[src/rtl/io_pkg.sv]
// Shared IO-peripheral definitions: register addresses, LED width and the
// active-low hex-to-seven-segment lookup table.
package io_pkg;

  localparam logic [1:0] ADDR_LED      = 2'd0;
  localparam logic [1:0] ADDR_SEG_DATA = 2'd1;
  localparam logic [1:0] ADDR_SEG_MASK = 2'd2;

  localparam int LED_W = 17;

  // Segment order {g,f,e,d,c,b,a}; a 0 lights the segment.
  localparam logic [6:0] HEX7_TABLE [16] = '{
    7'h40, 7'h79, 7'h24, 7'h30, 7'h19, 7'h12, 7'h02, 7'h78,
    7'h00, 7'h10, 7'h08, 7'h03, 7'h46, 7'h21, 7'h06, 7'h0E
  };

endpackage

[src/rtl/led_seg_out_if.sv]
// CPU IO-store/load bus between the IO decoder (master) and the
// LED/seven-segment output peripheral (slave).
interface led_seg_out_if;

  logic        io_write;
  logic        io_read;
  logic [1:0]  io_addr;
  logic [31:0] io_wdata;
  logic [31:0] io_rdata;

  modport master (
    output io_write,
    output io_read,
    output io_addr,
    output io_wdata,
    input  io_rdata
  );

  modport slave (
    input  io_write,
    input  io_read,
    input  io_addr,
    input  io_wdata,
    output io_rdata
  );

endinterface

[src/rtl/seg7_hex_decode.sv]
// Combinational hex digit to active-low {g..a} segment pattern.
module seg7_hex_decode
  import io_pkg::*;
(
  input  logic [3:0] hex,
  output logic [6:0] seg
);

  assign seg = HEX7_TABLE[hex];

endmodule

[src/rtl/led_seg_out.sv]
// Memory-mapped LED and 8-digit common-anode seven-segment output block.
// Define SEG_LZB_EN to enable leading-zero blanking on the display.
module led_seg_out
  import io_pkg::*;
#(
  parameter int SCAN_DIV = 100000,
  parameter int DIG_N    = 8
) (
  input  logic               sys_clk,
  input  logic               sys_rst_n,
  led_seg_out_if.slave       bus,
  output logic [LED_W-1:0]   led,
  output logic [7:0]         seg_an,
  output logic [7:0]         seg_ca
);

  localparam int              PW         = (SCAN_DIV > 1) ? $clog2(SCAN_DIV) : 1;
  localparam logic [PW-1:0]   PRESC_LAST = PW'(SCAN_DIV - 1);
  localparam logic [2:0]      LAST_DIG   = 3'(DIG_N - 1);

  logic [LED_W-1:0] led_reg;
  logic [31:0]      seg_data_reg;
  logic [7:0]       seg_mask_reg;
  logic [31:0]      rdata_reg;
  logic [31:0]      rdata_next;
  logic [PW-1:0]    presc_reg;
  logic [2:0]       dig_idx_reg;
  logic [7:0]       seg_an_reg;
  logic [7:0]       seg_ca_reg;
  logic [7:0]       seg_an_next;
  logic [7:0]       seg_ca_next;
  logic [7:0]       digit_en;
  logic [3:0]       cur_nibble;
  logic [6:0]       cur_seg;

  // Register file
  always_ff @(posedge sys_clk or negedge sys_rst_n) begin
    if (!sys_rst_n) begin
      led_reg      <= '0;
      seg_data_reg <= '0;
      seg_mask_reg <= 8'hFF;
    end else if (bus.io_write) begin
      case (bus.io_addr)
        ADDR_LED:      led_reg      <= bus.io_wdata[LED_W-1:0];
        ADDR_SEG_DATA: seg_data_reg <= bus.io_wdata;
        ADDR_SEG_MASK: seg_mask_reg <= bus.io_wdata[7:0];
        default:       ;
      endcase
    end
  end

  // Read mux samples pre-write register values, so a same-cycle
  // read/write of one address returns the old contents.
  always_comb begin
    rdata_next = '0;
    case (bus.io_addr)
      ADDR_LED:      rdata_next[LED_W-1:0] = led_reg;
      ADDR_SEG_DATA: rdata_next            = seg_data_reg;
      ADDR_SEG_MASK: rdata_next[7:0]       = seg_mask_reg;
      default:       rdata_next            = '0;
    endcase
  end

  always_ff @(posedge sys_clk or negedge sys_rst_n) begin
    if (!sys_rst_n) begin
      rdata_reg <= '0;
    end else if (bus.io_read) begin
      rdata_reg <= rdata_next;
    end
  end

  assign bus.io_rdata = rdata_reg;
  assign led          = led_reg;

  // Prescaler and digit index
  always_ff @(posedge sys_clk or negedge sys_rst_n) begin
    if (!sys_rst_n) begin
      presc_reg   <= '0;
      dig_idx_reg <= '0;
    end else if (presc_reg == PRESC_LAST) begin
      presc_reg   <= '0;
      dig_idx_reg <= (dig_idx_reg == LAST_DIG) ? 3'd0 : dig_idx_reg + 3'd1;
    end else begin
      presc_reg   <= presc_reg + PW'(1);
    end
  end

`ifdef SEG_LZB_EN
  // zero_run[i] is set when digit i and every digit above it are zero.
  logic [DIG_N:0] zero_run;
  assign zero_run[DIG_N] = 1'b1;
  for (genvar gi = 0; gi < DIG_N; gi++) begin : g_lzb
    assign zero_run[gi] = (seg_data_reg[4*gi +: 4] == 4'h0) && zero_run[gi+1];
  end

  for (genvar gi = 0; gi < 8; gi++) begin : g_en
    if (gi == 0) begin : g_d0
      assign digit_en[gi] = seg_mask_reg[gi];
    end else if (gi < DIG_N) begin : g_dn
      assign digit_en[gi] = seg_mask_reg[gi] && !zero_run[gi];
    end else begin : g_off
      assign digit_en[gi] = 1'b0;
    end
  end
`else
  for (genvar gi = 0; gi < 8; gi++) begin : g_en
    if (gi < DIG_N) begin : g_dn
      assign digit_en[gi] = seg_mask_reg[gi];
    end else begin : g_off
      assign digit_en[gi] = 1'b0;
    end
  end
`endif

  assign cur_nibble = seg_data_reg[{dig_idx_reg, 2'b00} +: 4];

  seg7_hex_decode u_hex (
    .hex (cur_nibble),
    .seg (cur_seg)
  );

  // Blanked slots keep the scan cadence; only the pins go dark.
  always_comb begin
    seg_an_next = 8'hFF;
    seg_ca_next = 8'hFF;
    if (digit_en[dig_idx_reg]) begin
      seg_an_next = ~(8'h01 << dig_idx_reg);
      seg_ca_next = {1'b1, cur_seg};
    end
  end

  always_ff @(posedge sys_clk or negedge sys_rst_n) begin
    if (!sys_rst_n) begin
      seg_an_reg <= 8'hFF;
      seg_ca_reg <= 8'hFF;
    end else begin
      seg_an_reg <= seg_an_next;
      seg_ca_reg <= seg_ca_next;
    end
  end

  assign seg_an = seg_an_reg;
  assign seg_ca = seg_ca_reg;

endmodule

[src/flat_wrapper.sv]
// flat-port wrapper written by rule: the top's interface ports become plain ports
module led_seg_out_flat import io_pkg::*;
#(
  parameter int SCAN_DIV = 100000,
  parameter int DIG_N    = 8
)
  (sys_clk, sys_rst_n, led, seg_an, seg_ca, bus_io_write, bus_io_read, bus_io_addr, bus_io_wdata, bus_io_rdata);
  led_seg_out_if bus_i ();
  input  logic sys_clk;
  input  logic sys_rst_n;
  output logic [LED_W-1:0] led;
  output logic [7:0] seg_an;
  output logic [7:0] seg_ca;
  input wire logic [$bits(bus_i.io_write)-1:0] bus_io_write;
  input wire logic [$bits(bus_i.io_read)-1:0] bus_io_read;
  input wire logic [$bits(bus_i.io_addr)-1:0] bus_io_addr;
  input wire logic [$bits(bus_i.io_wdata)-1:0] bus_io_wdata;
  output wire logic [$bits(bus_i.io_rdata)-1:0] bus_io_rdata;
  assign bus_i.io_write = bus_io_write;
  assign bus_i.io_read = bus_io_read;
  assign bus_i.io_addr = bus_io_addr;
  assign bus_i.io_wdata = bus_io_wdata;
  assign bus_io_rdata = bus_i.io_rdata;
  led_seg_out #(.SCAN_DIV(SCAN_DIV), .DIG_N(DIG_N)) u_core (.sys_clk(sys_clk), .sys_rst_n(sys_rst_n), .bus(bus_i), .led(led), .seg_an(seg_an), .seg_ca(seg_ca));
endmodule
[config.mk]
export PLATFORM = sky130hd
export DESIGN_NAME = led_seg_out_flat
export DESIGN_NICKNAME = d
export VERILOG_FILES = /design/src/rtl/io_pkg.sv /design/src/rtl/led_seg_out_if.sv /design/src/rtl/seg7_hex_decode.sv /design/src/rtl/led_seg_out.sv /design/src/flat_wrapper.sv
export SDC_FILE = /design/constraint.sdc
export NUM_CORES = 1
export LEC_CHECK = 0
export CAP_MARGIN = 20
export CORE_MARGIN = 5
export CORE_UTILIZATION = 45
export CTS_BUF_LIST = sky130_fd_sc_hd__clkbuf_4 sky130_fd_sc_hd__clkbuf_8
export DETAILED_ROUTE_END_ITERATION = 8
export PLACE_DENSITY_LB_ADDON = 0.1
export RECOVER_POWER = 25
export REMOVE_ABC_BUFFERS = 1
export SETUP_SLACK_MARGIN = 0.2
export SLEW_MARGIN = 30
export SYNTH_ARGS = -nofsm -noshare
export SYNTH_HDL_FRONTEND = slang
export SYNTH_HIERARCHICAL = 1
export SYNTH_SLANG_ARGS = --single-unit
[constraint.sdc]
create_clock -name sys_clk -period 3.1 [get_ports sys_clk]
set_clock_uncertainty 0.2 [all_clocks]
set_input_delay 0.62 -clock sys_clk [delete_from_list [all_inputs] [get_ports sys_clk]]
set_output_delay 0.62 -clock sys_clk [all_outputs]
set_load 0.005 [all_outputs]
==> summary by stage, run 1 <==
Yosys
In the synthesized netlist the dominant register cell turns out to be dfrtp_1. The biggest area contributor in the post-synthesis netlist is dfrtp_1. The fraction of synthesized cell area taken by the top area cell type is 44.4%.

Yosys attributes the largest share of cell area to dfrtp_1 44%, mux2_2 11%, dfstp_2 11%, mux2i_1 4.0%, mux4_2 3.6%. Summing the sequential cell areas from Yosys gives ~55% of the chip area. Yosys mapped a number of flops with a built-in enable equal to 0.

The cell area after synthesis is about 5700 um^2. A synthesized cell averages 12.1 um^2. The number of synthesized register bits is 124.

The most common cell in the synthesized netlist is dfrtp_1. The instance count of the mapped netlist is about 470. Yosys printed 6 warnings. The fraction of synthesis flops using an asynchronous set or reset pin is 100%. The number of distinct library cell variants in the gate-level netlist after synthesis is 42. By count the netlist is led by 101 x dfrtp_1, 58 x mux2_2, 45 x nand2_1.

Clocking
The insertion delay to the later sink of the worst-skew pair is 0.43 ns. For this design, the sink count on the clock tree is 124. The number of clock buffers added by TritonCTS is 17. The TritonCTS clock tree is built. The longest clock path from root to sink contains 2 buffers. The clock root buffer master is clkbuf_8.

The post-CTS setup buffer count is 0. The post-CTS clock slew at the launch and capture registers of the worst setup and hold paths is 0.06 ns. The H-tree was split into 4 levels.

Critical path
The kind of capture point of the worst setup path is a flop. The register-to-register setup slack is 0.38 ns. STA classifies the critical path startpoint as a flop. STA puts the critical path data arrival time at roughly 2.9 ns. The critical path in this run is classified as reg2reg.

The highest net fanout along the worst path is 9. The worst endpoint required time is 3.25 ns.

Cells and area
The net count of the finished layout is 632. From synthesis to final layout, the design area changed by 27.9%. The layout has 1131 filler cells. Cells fill between 50% and 60% of the core in the end. The antenna diode count is 0. The fraction of final layout cells with drive strength greater than 1 is 23.1%.

Flow run
The tool flagged a number of max-cap violations equal to 1.

STA
The final number of max-transition violations is 32. The number of hold violations in the final report is 0. The clock period minus final worst setup slack is 2.72 ns.

For the pin with the worst max-slew slack, the measured transition is 1.76 ns. Measured against its own limit, the worst slew margin works out to -17.7%. For this run, the top clock speed supported by timing is 368 MHz. Setup repair after global routing left no endpoint under its margin. The final critical path takes up 87.7% of the cycle.

The setup total negative slack is 0 ns. The count of endpoints failing setup in the final report is 0.

Floorplanning
In this run the horizontal extent of the chip is 122 um. The die covers 15000 um^2. The floorplan step set the die height to 122 um. In this run the standard cell core region covers between 10000 and 15000 um^2.

The number of top-level design ports is 103. The floorplan has 41 rows. The initial cell density of the core is a little under half.

Power
For this design the ratio of total power to cell area is 588 nW/um^2. Cell internal power was estimated by the tool at 3210 uW. The switching share of total power is 24.9%.

For this design the total switching power over the nets is 1070 uW. The worst-case IR drop observed on VDD is 0.364 mV. The fraction of power consumed by the clock network is 33.5%. In this run, the combinational gates consume 19.1% of the power. The analysis attributes to cell leakage a power of 0.00311 uW.

In this run, flip-flops and latches consume 47.3% of the power.

GRT
The initial antenna violation count came to 0. The via count of the first global-routing pass is 4090. The largest net degree at the start of global routing is 74. The global-route congestion overflow total is 0. The global-route wire length before repair is 20900 um. In the global route stage, overall resource usage came out at 18.0%.

Drt
The first detailed-routing pass ran for 4 iterations. In the final routed layout, each cell accounts on average for about 16 um. Once detail routing completed, the nets flagged for antenna violations numbered 0.

The count of vias placed by the detailed router is between 3000 and 4000. The detail-routed via count per cell is ~5. The number of remaining DRC errors is 0. The wire length after detailed routing is roughly 12000 um. The DRC marker count from the first detailed-route iteration is 236.

Min path
The tightest min-delay check is of the reg2reg type.

Placed design
The placer's final routability congestion estimate is 0.802. The final HPWL from detailed placement is 8870 um. Port buffering added 101 buffers.

Outcome
The checks that failed: max-capacitance violations, max-slew violations. The run finished, with violations left.
[area by class of cell]
class | instances | area (um^2) | area share, %
inverters | 31 | 116 | 1.60
well taps | 172 | 215 | 2.95
flip-flops and latches | 124 | 3130 | 43.0
clock inverters | 7 | 87.6 | 1.20
multi-input cells | 292 | 2280 | 31.3
clock buffers | 25 | 325 | 4.47
repair buffers | 114 | 1130 | 15.5
[power by group through the flow]
| stage | clock network, uW | logic, uW | registers (uW) |
|---|---|---|---|
| CTS | 1490 | 833 | 2030 |
| floorplan | 0 | 385 | 2020 |
| global placement | 0 | 806 | 2060 |
| detailed placement | 0 | 826 | 2060 |
| global route | 1560 | 906 | 2060 |
| finish | 1440 | 819 | 2030 |
[final timing paths]
check	from	endpoint	cells past startpoint
max in group asynchronous	sys_rst_n	u_core/digit_en[7]	3
max reg2reg	u_core/dig_idx_reg[1]	u_core/seg_ca[3]	8
min reg2reg	u_core/presc_reg[8]	u_core/presc_reg[8]	1
max	u_core/dig_idx_reg[1]	u_core/seg_ca[3]	8
min	u_core/presc_reg[8]	u_core/presc_reg[8]	1
min in group asynchronous	sys_rst_n	u_core/bus.io_rdata[23]	2
[kinds of logic after synthesis]
family | synth area share [%]
xor+xnor | 2.00
mux | 19.3
simple gates | 9.78
fa+ha+maj | 3.08
compound gates | 5.85
flops | 55.0
other cells | 0.0659
buf+inv | 4.92
[cells in the final DEF (no fill, tap or decap), drive strengths merged, types with 8 or more instances in the layout]
cell	Yosys	routed
nor2	26	26
nand3	8	8
o22ai	11	11
a21oi	18	18
nand2	45	45
mux2	58	58
dfrtp	101	101
inv	30	30
clkbuf	8	26
mux4	9	9
xor2	9	9
dfstp	23	23
or2	8	8
o21ai	23	23
ha	14	14
clkdlybuf4s50	0	100
mux2i	24	24
buf	17	12
[stage by stage]
stage,instance area (um^2),total power [uW],hold slack (ns),worst slack [ns],cells
floorplan,5530,2400,0.124,0.495,447
global placement,6870,2860,0.277,0.479,732
detailed placement,6870,2880,0.288,0.375,732
CTS,7290,4350,0.297,0.360,765
global route,7290,4530,0.324,0.180,765
finish,7290,4280,0.299,0.381,765
[per-layer routing]
| layer | vias up | part of all wire [%] | GRT usage [%] |
|---|---|---|---|
| li1 | 1834 | - | - |
| met1 | 1880 | 47 | 24.1 |
| met2 | 91 | 47 | 28.4 |
| met3 | 8 | 4.9 | 5.62 |
| met4 | 0 | 0.94 | 5.11 |
| met5 | - | 0 | 0 |
[what timing repair did]
| item | CTS | global route |
|---|---|---|
| hold buffers | 1 | 0 |
| gates resized for setup | 0 | 0 |
| endpoints found under the hold margin | 15 | 0 |
[worst max-delay path: stages, from the launching register on]
cell and delay, ns:
dfrtp_1 0.65, mux4_2 0.58, nand2_1 0.09, nand2_1 0.14, ha_1 0.25, or2_2 0.29, a21oi_1 0.15, a31oi_1 0.06
or2_1 0.24
(Power assumes the default switching activity.)
==> run 2: changes to the inputs <==
MAX_ROUTING_LAYER = met4   (was default)
==> run 2 against run 1 <==
The flow still finishes with violations (max-capacitance violations, max-slew violations). Worst setup slack improved by 0.0082 ns. Die area unchanged. Sequential share of layout area unchanged. Global-route usage increased by 0.51 points. Critical path type unchanged. Design area unchanged. Non-clock buffer count unchanged. Hold slack got worse by 0.00099 ns. Clock power about the same. Sequential cell count unchanged. Register-to-register slack about the same.
==> summary by stage, run 2 (synthesized netlist as in run 1, its figures left out) <==
Clocking
The number of buffers inserted during clock tree synthesis was 17 (unchanged). The insertion delay to the later sink of the worst-skew pair is 0.43 ns (about the same). The post-CTS setup buffer count is 0 (unchanged). The total clock sinks is 124 (unchanged). The number of buffers between clock root and the deepest sink is 2 (unchanged).

The hold buffer count at cts is 1 (unchanged). The number of H-tree levels was 4 (unchanged). The post-CTS clock slew at the launch and capture registers of the worst setup and hold paths is 0.07 ns (was 0.06 ns). The post-cts sizing count is 0 (unchanged).

The TritonCTS clock tree is built (unchanged). The clock root buffer master is clkbuf_8 (unchanged).

STA
The slew at the pin closest to its max-slew limit is 1.77 ns (was 1.76 ns). The number of hold violations in the final report is 0 (unchanged). The maximum frequency from static timing analysis is 369 MHz (was 368 MHz). The normalized max-slew margin is -17.8% (was -17.7%).

The clock period minus final worst setup slack was 2.71 ns (was 2.72 ns). The count of endpoints failing setup in the final report was 0 (unchanged). The fraction of the cycle the final worst path needs is 87.4% (was 87.7%). The final number of max-transition violations is 32 (unchanged). Setup repair after global routing missed its margin: no (unchanged). The setup total negative slack is 0 ns (unchanged).

Power
The peak supply drop is 0.365 mV (was 0.364 mV). The cell leakage power is 0.00311 uW (unchanged). The power consumption is 4290 uW (was 4280 uW). The power density over the cells is 589 nW/um^2 (was 588 nW/um^2).

Cells and area
The number of nets in the layout was 632 (unchanged). The number of fillers in the final layout is 1131 (unchanged). The antenna diode count is 0 (unchanged). The signed area change from the synthesized netlist to the final layout is 27.9% (unchanged). The fraction of final layout cells with drive strength greater than 1 is 23.1% (unchanged).

Most frequent cells in the layout: 101 x dfrtp_1, 100 x clkdlybuf4s50_1, 58 x mux2_2 (unchanged). The most frequent standard cell in the layout excluding fill and tap cells is dfrtp_1 (unchanged). The utilization of the core after routing came to 58.2% (unchanged).

GRT
The initial antenna violation count was 0 (unchanged). The fraction of met1 tracks used by global routing came to 24.4% (was 24.1%). The via count of the first global-routing pass was 4106 (was 4090).

The global-route congestion overflow total is 0 (unchanged). The met2 layer usage reported by global route is 28.5% (was 28.4%). The global-route total usage across every layer was 18.5% (was 18.0%). The met3 usage in global routing is 4.79% (was 5.62%). The global-route wire length before repair is 20900 um (about the same).

The largest net degree at the start of global routing is 74 (unchanged). The busiest layer in global routing was met2 (unchanged).

Drt
The wire length after detailed routing is 12400 um (about the same). The post-route antenna net violation count is 0 (unchanged). The number of remaining DRC errors is 0 (unchanged).

The DRC marker count from the first detailed-route iteration is 236 (unchanged). The number of optimization iterations in the first detailed-route pass is 4 (unchanged). The routed wire length per instance is 16.2 um (about the same).

The detail-routed via count per cell was 4.98 (about the same). The count of vias placed by the detailed router is 3807 (was 3813).

Critical path
The cell repeated most along the worst path is nand2_1 (unchanged). The arrival time at the worst endpoint is 2.86 ns (was 2.87 ns). The critical-path cell with the highest stage delay is dfrtp_1 (unchanged).

Cell breakdown of the critical path: mux4_2 -> nand2_1 -> nand2_1 -> ha_1 -> or2_2 -> a21oi_1 -> a31oi_1 -> or2_1 (unchanged). The register-to-register setup slack was 0.39 ns (was 0.38 ns). The highest net fanout along the worst path was 9 (unchanged). The kind of capture point of the worst setup path was a flop (unchanged).

The type of the worst setup path is reg2reg (unchanged). The launching point of the worst reg2reg path was u_core/dig_idx_reg[1] (unchanged). The worst endpoint required time is 3.25 ns (about the same).

The startpoint type of the worst setup path is a flop (unchanged). The reg-to-reg endpoint is u_core/seg_ca[3] (unchanged). The worst-case reg-to-reg path depth was 8 (unchanged). The delay of the slowest critical-path stage is 0.65 ns (about the same).

Floorplanning
The vertical die dimension was 122 um (unchanged). The die area is 15000 um^2 (unchanged). The total core area is 12500 um^2 (unchanged). The number of rows created at floorplan is 41 (unchanged). The number of top-level design ports came to 103 (unchanged). The die extent in x is 122 um (unchanged). The initial cell density of the core is 45.5% (unchanged).

Placed design
The count of input and output buffers came to 101 (unchanged). The final HPWL from detailed placement is 8870 um (unchanged). The placer's final routability congestion estimate is 0.814 (was 0.802).

Min path
The worst min-delay path class is reg2reg (unchanged). The cell count of the worst hold path is 1 (unchanged). The worst hold path endpoint is u_core/presc_reg[0] (was u_core/presc_reg[8]). The origin of the worst min-delay path is u_core/presc_reg[0] (was u_core/presc_reg[8]).

Outcome
Status: complete, but fails checks (unchanged). Violations in the final reports: max-capacitance violations, max-slew violations (unchanged).

Flow run
The max-capacitance violation count is 1 (unchanged).
run 2: cell counts in the layout (fill, tap and decap cells not counted):
No cell type changed its count.
run 2: critical path, delay by kind of cell (launching register included):
kind	cells	cell delay, ns
simple gates	4	0.76
mux	1	0.58
flops	1	0.65
compound gates	2	0.21
fa+ha+maj	1	0.25
run 2: area by class of cell:
type / instances / area (um^2) / area share [%]
clock buffers: 25 / 325 / 4.47
repair buffers: 114 / 1130 / 15.5
flip-flops and latches: 124 / 3130 / 43.0
well taps: 172 / 215 / 2.95
inverters: 31 / 116 / 1.60
clock inverters: 7 / 87.6 / 1.20
multi-input cells: 292 / 2280 / 31.3
run 2: power breakdown:
| part | internal [uW] | total [uW] | switching, uW | leakage, uW |
|---|---|---|---|---|
| clock network | 844 | 1440 | 596 | 0.000216 |
| logic | 500 | 820 | 320 | 0.00140 |
| registers | 1870 | 2030 | 157 | 0.00150 |
| total | 3210 | 4290 | 1070 | 0.00311 |
run 2: worst max path at each step:
| stage | cells past startpoint | end | slack [ns] | start |
|---|---|---|---|---|
| 2_1_floorplan | 8 | u_core/seg_ca[3] | 0.50 | u_core/dig_idx_reg[0] |
| 3_3_place_gp | 8 | u_core/seg_ca[3] | 0.48 | u_core/dig_idx_reg[1] |
| 3_5_place_dp | 8 | u_core/seg_ca[3] | 0.38 | u_core/dig_idx_reg[1] |
| 4_1_cts | 8 | u_core/seg_ca[3] | 0.36 | u_core/dig_idx_reg[1] |
| 5_1_grt | 3 | u_core/digit_en[7] | 0.18 | sys_rst_n |
| 6_report | 8 | u_core/seg_ca[3] | 0.39 | u_core/dig_idx_reg[1] |
run 2: layer usage:
layer | share of wire [%] | wire length [um]
met5 | 0 | 0
met4 | 0.84 | 104
met3 | 3.9 | 483
met2 | 48 | 5930
met1 | 47 | 5880
run 2: per-stage QoR:
stage	instances	instance area, um^2	hold slack (ns)	setup slack, ns
3_3_place_gp	732	6870	0.277	0.479
6_report	765	7290	0.298	0.390
5_1_grt	765	7290	0.324	0.178
4_1_cts	765	7290	0.297	0.360
3_5_place_dp	732	6870	0.288	0.375
2_1_floorplan	447	5530	0.124	0.495
